--- src/rtl/gray_scale_pipe_pkg.sv ---
// Shared types and constants for the grayscale pipeline and its kernel.
package gray_pkg;

  typedef enum logic [1:0] {
    MODE_AVG  = 2'd0,
    MODE_LUMA = 2'd1,
    MODE_MAX  = 2'd2
  } mode_e;

  // BT.601 weights scaled by 256; they sum to 256 so luma never overflows.
  localparam int LUMA_WR    = 77;
  localparam int LUMA_WG    = 150;
  localparam int LUMA_WB    = 29;
  localparam int LUMA_SHIFT = 8;

endpackage

--- src/rtl/gray_scale_pipe_if.sv ---
// FIFO-side handshake and pixel bus for gray_scale_pipe.
// master = FIFO/environment side, slave = the pipeline.
interface gray_scale_pipe_if #(parameter int DATA_WIDTH = 8);
  logic                  input_empty;
  logic                  output_full;
  logic [DATA_WIDTH-1:0] red;
  logic [DATA_WIDTH-1:0] green;
  logic [DATA_WIDTH-1:0] blue;
  logic [1:0]            cfg_mode;
  logic                  read_fifo;
  logic                  write_fifo;
  logic [DATA_WIDTH-1:0] gray_image;
  logic                  frame_done;

  modport master (
    output input_empty, output_full, red, green, blue, cfg_mode,
    input  read_fifo, write_fifo, gray_image, frame_done
  );

  modport slave (
    input  input_empty, output_full, red, green, blue, cfg_mode,
    output read_fifo, write_fifo, gray_image, frame_done
  );
endinterface

--- src/rtl/gray_scale_pipe_kernel.sv ---
// Combinational RGB -> gray kernel: average, BT.601 luma or channel max.
// Mode code 3 is unused and falls back to average.
module gray_kernel
  import gray_pkg::*;
#(
  parameter int DATA_WIDTH = 8
) (
  input  logic [DATA_WIDTH-1:0] red,
  input  logic [DATA_WIDTH-1:0] green,
  input  logic [DATA_WIDTH-1:0] blue,
  input  logic [1:0]            mode,
  output logic [DATA_WIDTH-1:0] gray
);
  localparam int SW = DATA_WIDTH + 2;
  localparam int LW = DATA_WIDTH + 8;

  logic [SW-1:0]         sum;
  logic [LW-1:0]         luma_acc;
  logic [DATA_WIDTH-1:0] mx_rg;
  logic [DATA_WIDTH-1:0] mx;

  assign sum      = SW'(red) + SW'(green) + SW'(blue);
  assign luma_acc = LW'(LUMA_WR) * LW'(red) + LW'(LUMA_WG) * LW'(green)
                  + LW'(LUMA_WB) * LW'(blue);
  assign mx_rg    = (red > green) ? red : green;
  assign mx       = (mx_rg > blue) ? mx_rg : blue;

  // Select the kernel result; truncations are exact since each result fits DATA_WIDTH.
  always_comb begin
    gray = DATA_WIDTH'(sum / SW'(3));
    case (mode)
      MODE_LUMA: gray = DATA_WIDTH'(luma_acc >> LUMA_SHIFT);
      MODE_MAX:  gray = mx;
      default:   gray = DATA_WIDTH'(sum / SW'(3));
    endcase
  end
endmodule

--- src/rtl/gray_scale_pipe.sv ---
// Two-stage stallable RGB -> gray pipeline between an FWFT input FIFO and an
// output FIFO. Kernel mode is latched on the first pop of every frame.
module gray_scale_pipe
  import gray_pkg::*;
#(
  parameter int DATA_WIDTH   = 8,
  parameter int FRAME_PIXELS = 64
) (
  input logic               clk,
  input logic               rst,
  gray_scale_pipe_if.slave  bus
);
  localparam int            CW       = $clog2(FRAME_PIXELS);
  localparam logic [CW-1:0] LAST_IDX = CW'(FRAME_PIXELS - 1);

  logic                  adv, pop;
  logic [CW-1:0]         in_cnt;
  logic [1:0]            mode_q, pix_mode;
  logic                  s1_valid, s1_last;
  logic [DATA_WIDTH-1:0] s1_r, s1_g, s1_b;
  logic [1:0]            s1_mode;
  logic                  s2_valid, s2_last;
  logic [DATA_WIDTH-1:0] s2_gray, k_gray;

  // A bubble in S2 never blocks; only a valid S2 facing a full FIFO stalls.
  assign adv      = !(s2_valid && bus.output_full);
  assign pop      = !rst && !bus.input_empty && adv;
  // The first pixel of a frame uses the live cfg_mode, later ones the latch.
  assign pix_mode = (in_cnt == '0) ? bus.cfg_mode : mode_q;

  gray_kernel #(.DATA_WIDTH(DATA_WIDTH)) u_kernel (
    .red(s1_r), .green(s1_g), .blue(s1_b), .mode(s1_mode), .gray(k_gray)
  );

  // Frame pixel counter and per-frame mode latch, both advance on pops only.
  always_ff @(posedge clk or posedge rst) begin
    if (rst) begin
      in_cnt <= '0;
      mode_q <= MODE_AVG;
    end else if (pop) begin
      in_cnt <= (in_cnt == LAST_IDX) ? '0 : in_cnt + 1'b1;
      if (in_cnt == '0) mode_q <= bus.cfg_mode;
    end
  end

  // S1: registered pixel, mode and last tag; loads a bubble when nothing pops.
  always_ff @(posedge clk or posedge rst) begin
    if (rst) begin
      s1_valid <= 1'b0;
      s1_last  <= 1'b0;
      s1_r     <= '0;
      s1_g     <= '0;
      s1_b     <= '0;
      s1_mode  <= MODE_AVG;
    end else if (adv) begin
      s1_valid <= pop;
      if (pop) begin
        s1_r    <= bus.red;
        s1_g    <= bus.green;
        s1_b    <= bus.blue;
        s1_mode <= pix_mode;
        s1_last <= (in_cnt == LAST_IDX);
      end
    end
  end

  // S2: registered gray result; data holds across bubbles so the output is quiet.
  always_ff @(posedge clk or posedge rst) begin
    if (rst) begin
      s2_valid <= 1'b0;
      s2_last  <= 1'b0;
      s2_gray  <= '0;
    end else if (adv) begin
      s2_valid <= s1_valid;
      if (s1_valid) begin
        s2_gray <= k_gray;
        s2_last <= s1_last;
      end
    end
  end

  assign bus.read_fifo  = pop;
  assign bus.write_fifo = s2_valid && !bus.output_full;
  assign bus.gray_image = s2_gray;
  assign bus.frame_done = s2_valid && !bus.output_full && s2_last;
endmodule

--- src/flat_wrapper.sv ---
// flat-port wrapper written by rule: the top's interface ports become plain ports
module gray_scale_pipe_flat import gray_pkg::*;
#(
  parameter int DATA_WIDTH   = 8,
  parameter int FRAME_PIXELS = 64
)
  (clk, rst, bus_input_empty, bus_output_full, bus_red, bus_green, bus_blue, bus_cfg_mode, bus_read_fifo, bus_write_fifo, bus_gray_image, bus_frame_done);
  gray_scale_pipe_if #(.DATA_WIDTH(DATA_WIDTH)) bus_i ();
  input logic clk;
  input logic rst;
  input wire logic [$bits(bus_i.input_empty)-1:0] bus_input_empty;
  input wire logic [$bits(bus_i.output_full)-1:0] bus_output_full;
  input wire logic [$bits(bus_i.red)-1:0] bus_red;
  input wire logic [$bits(bus_i.green)-1:0] bus_green;
  input wire logic [$bits(bus_i.blue)-1:0] bus_blue;
  input wire logic [$bits(bus_i.cfg_mode)-1:0] bus_cfg_mode;
  output wire logic [$bits(bus_i.read_fifo)-1:0] bus_read_fifo;
  output wire logic [$bits(bus_i.write_fifo)-1:0] bus_write_fifo;
  output wire logic [$bits(bus_i.gray_image)-1:0] bus_gray_image;
  output wire logic [$bits(bus_i.frame_done)-1:0] bus_frame_done;
  assign bus_i.input_empty = bus_input_empty;
  assign bus_i.output_full = bus_output_full;
  assign bus_i.red = bus_red;
  assign bus_i.green = bus_green;
  assign bus_i.blue = bus_blue;
  assign bus_i.cfg_mode = bus_cfg_mode;
  assign bus_read_fifo = bus_i.read_fifo;
  assign bus_write_fifo = bus_i.write_fifo;
  assign bus_gray_image = bus_i.gray_image;
  assign bus_frame_done = bus_i.frame_done;
  gray_scale_pipe #(.DATA_WIDTH(DATA_WIDTH), .FRAME_PIXELS(FRAME_PIXELS)) u_core (.clk(clk), .rst(rst), .bus(bus_i));
endmodule
--- config.mk ---
export PLATFORM = sky130hd
export DESIGN_NAME = gray_scale_pipe_flat
export DESIGN_NICKNAME = d
export VERILOG_FILES = /design/src/rtl/gray_scale_pipe_pkg.sv /design/src/rtl/gray_scale_pipe_if.sv /design/src/rtl/gray_scale_pipe_kernel.sv /design/src/rtl/gray_scale_pipe.sv /design/src/flat_wrapper.sv
export SDC_FILE = /design/constraint.sdc
export NUM_CORES = 1
export LEC_CHECK = 0
export ABC_AREA = 0
export BUFFER_PORTS_ARGS = -buffer_cell sky130_fd_sc_hd__clkbuf_2
export CAP_MARGIN = 15
export CORE_AREA = 4 4 121 123
export DETAILED_ROUTE_END_ITERATION = 12
export DIE_AREA = 0 0 125 127
export HOLD_SLACK_MARGIN = 0.08
export PLACE_DENSITY = 0.75
export SYNTH_ARGS = -nofsm -noshare
export SYNTH_HDL_FRONTEND = slang
export SYNTH_SLANG_ARGS = --single-unit
--- constraint.sdc ---
create_clock -name clk -period 6.6 [get_ports clk]
set_input_delay 0.33 -clock clk [delete_from_list [all_inputs] [get_ports clk]]
set_output_delay 0.33 -clock clk [all_outputs]
set_load 0.05 [all_outputs]
==> impl_metrics.csv <==
group,metric,value,unit
outcome,outcome,"finished, final reports clean",
logic_synthesis,ys_async_sr_fraction,100,%
sta,hold_viol,0,
logic_synthesis,syn_nets,1058,
sta,fmax,158,MHz
logic_synthesis,avgSynthCellArea,8.68,sq um
sta,slew_headroom,30.5,%
job,maxCapViolCount,0,
grt,grt_pass1_vias,6198,
placed_design,dp_slack,-0.0521,ns
cts,insertion_delay,0.29,ns
cts,cts.htree.levels,2,
placed_design,dpl.hpwl,14500,um
routing,drc_errors,0,
sta,period_minus_slack,6.32,ns
grt,grt_antenna_before_repair,0,
die,die_y,127,um
sta,period_share,95.8,%
worst_setup_path,arrival,6.49,ns
sta,setup_viol,0,
logic_synthesis,netlist_area,7370,sq um
routing,postRouteAntennaNets,0,
worst_setup_path,critPathMaxFanout,6,
layout,n_fill_cell,1257,
worst_setup_path,path_class,"flip-flop to flip-flop",
die,die_x,125,um
routing,drt_iter0_markers,431,
worst_setup_path,path_delay_family,"adder cells",
logic_synthesis,synthCells,849,
die,dieArea,15900,sq um
logic_synthesis,ys_types,86,
sta,finalClockSkew,0.00464,ns
routing,vias,6157,
sta,fin_ws,0.275,ns
logic_synthesis,synth_ff_type,"dfrtp_1",
cts,cts_sinks,44,
sta,finalMaxSlewViolations,0,
worst_setup_path,critPathLaunchType,"flip-flop",
routing,wirelength,18000,um
cts,cts_tree,"done",
worst_setup_path,crit_slowest_cell,"fa_1",
cts,path_clk_slew,0.07,ns
routing,routed_via_density,5.75,
worst_setup_path,critPathCaptureType,"flip-flop",
layout,area_growth,8.47,%
grt,grt_usage,23.1,%
grt,grt_start_max_net_pins,45,
die,core_region_area,13700,sq um
die,row_count,43,
routing,wl_per_cell,16.8,um
layout,drive_gt1_share,13.4,%
logic_synthesis,synth-edff-count,0,
layout,multiInputGateArea,5660,sq um
worst_setup_path,cp_num_buf_inv,7,
sta,rsz0062_at_grt,"false",
logic_synthesis,ys_warn_count,0,
logic_synthesis,ys_ff_latch,44,
sta,worst_pin_slew,1.04,ns
placed_design,port_buffers,40,
worst_setup_path,required,6.77,ns
cts,clockBufferDepth,2,
placed_design,place.gp.congestion,0.904,
routing,drt_first_pass_iters,5,
die,ios,41,
grt,grt_first_pass_wirelength,30300,um
layout,regArea,1100,sq um
die,start_util,53.9,%
layout,num_antenna_cells,0,
grt,grt-ovfl-total,0,
cts,root_buffer,"clkbuf_16",
logic_synthesis,ys_seq_area_share,14.9,%
cts,cts_made_buffers,5,
worst_hold_path,hold_path.class,"input port to flip-flop",
layout,nets,1098,
worst_setup_path,slowest_delay,0.51,ns
[metal layers]
| metal | GRT usage [%] | routed length (um) | share of wire, % |
|---|---|---|---|
| met5 | 0 | 0 | 0 |
| met3 | 2.84 | 989 | 5.5 |
| met1 | 30.7 | 7700 | 43 |
| met2 | 39.7 | 8760 | 49 |
| met4 | 7.53 | 548 | 3.0 |
[cell families after synthesis]
family,count (synthesis),synth area share [%]
adder cells (fa/ha/maj),179,36.2
flip-flops,44,14.9
multiplexers,12,1.73
buffers and inverters,156,9.20
XOR/XNOR,38,4.87
AND/OR/NAND/NOR,213,13.2
AO/OA/AOI/OAI,207,19.8
[worst register-to-register path, stage by stage, from the launching register on]
cell and delay [ns]:
dfrtp_1 0.38, buf_4 0.16, ha_1 0.28, ha_1 0.28, inv_1 0.05, fa_1 0.51
inv_1 0.05, ha_1 0.32, inv_1 0.08, o21ai_2 0.06, a21oi_2 0.19, xnor2_2 0.09
fa_1 0.48, inv_1 0.05, fa_1 0.47, fa_1 0.49, inv_1 0.05, fa_1 0.47
ha_1 0.31, and3_1 0.20, a211oi_2 0.23, buf_4 0.16, o21bai_1 0.06, or2_2 0.27
a32o_1 0.26, a22oi_1 0.14, o21ai_1 0.11
[cell type report]
cell class,count,share of cell area [%]
well taps,180,2.82
inverters,130,6.10
multi-input cells,649,70.8
clock buffers,6,1.74
repair buffers,59,4.29
flip-flops and latches,44,13.8
clock inverters,2,0.485
[path summary, 6_finish.rpt]
| path | depth (start not counted) | slack (ns) | from | end |
|---|---|---|---|---|
| max in group asynchronous | 2 | 5.78 | rst | u_core.s1_g[5]$_DFFE_PP0P_ |
| worst min-delay path | 3 | 0.23 | bus_red[2] | u_core.s1_r[2]$_DFFE_PP0P_ |
| worst max-delay path | 26 | 0.28 | u_core.s1_g[4]$_DFFE_PP0P_ | u_core.bus.gray_image[4]$_DFFE_PP0P_ |
| worst min register to register | 1 | 0.48 | u_core.bus.gray_image[3]$_DFFE_PP0P_ | u_core.bus.gray_image[3]$_DFFE_PP0P_ |
| min in group asynchronous | 2 | 0.24 | rst | asynchronous set/reset pin |
| worst max register to register | 26 | 0.28 | u_core.s1_g[4]$_DFFE_PP0P_ | u_core.bus.gray_image[4]$_DFFE_PP0P_ |
[synth_stat cells, types with 4 or more instances]
cell      count  share of area, %
inv_1       130               6.6
ha_1        122                21
nand2_1      91               4.6
nor2_1       59               3.0
fa_1         57                15
o21ai_0      51               3.5
dfrtp_1      44                15
a21oi_1      37               2.5
xnor2_1      25               3.0
a21o_1       17               1.7
clkbuf_1     16              0.81
nand3_1      14              0.95
o211ai_1     11               1.1
xor2_1       11               1.3
a221oi_1      8              0.95
a31oi_1       7              0.59
o21a_1        7              0.71
mux2_2        6              0.92
mux2i_1       6              0.81
nand2b_1      6              0.51
o21bai_1      6              0.61
a21boi_0      5              0.51
a22oi_1       5              0.51
clkbuf_8      5              0.93
nand4_1       5              0.42
nor3_1        5              0.34
nor2b_1       4              0.34
o31ai_1       4              0.41
or2_2         4              0.34
[cells in the final DEF, fill, tap and decap left out, types with 6 or more instances in the layout]
cell	count
clkbuf_2	40
dfrtp_1	44
nand3_1	14
fa_1	57
nand2b_1	6
xor2_1	11
a21o_1	17
o21a_1	7
inv_1	129
mux2i_1	6
mux2_2	6
ha_1	119
a221oi_1	8
o211ai_1	11
xnor2_1	24
nor2_1	59
a21oi_1	36
buf_4	19
o21bai_1	6
a31oi_1	7
nand2_1	91
o21ai_0	47
[stage by stage]
stage / hold WS (ns) / utilization, % / cell area, sq um / std cells / setup TNS [ns]
after floorplan: 0.435 / - / 7370 / 849 / 0
after global placement: 0.467 / 56.6 / 7730 / 1060 / 0
after global routing: 0.241 / 58.5 / 8000 / 1070 / 0
after detailed placement: 0.470 / 56.6 / 7730 / 1060 / -0.0975
after CTS: 0.224 / 57.9 / 7920 / 1068 / 0
final: 0.225 / 58.5 / 8000 / 1070 / 0
[sequential cells by signal (all words and copies together), names as in the netlist, named ones only]
register               cells
u_core.bus.gray_image      8
u_core.in_cnt              6
u_core.s1_b                8
u_core.s1_g                8
u_core.s1_last             1
u_core.s1_r                8
u_core.s1_valid            1
u_core.s2_last             1
u_core.s2_valid            1
[what timing repair did]
item,4_1_cts,5_1_grt
buffers inserted,0,2
endpoints found under the setup margin,3,5
endpoints found under the hold margin,0,0
hold buffers,0,0
gates resized for setup,3,13
pin swaps,0,10
Power is not shown: default switching activity piles up to over one toggle a cycle in this logic, so the estimate is an artifact.
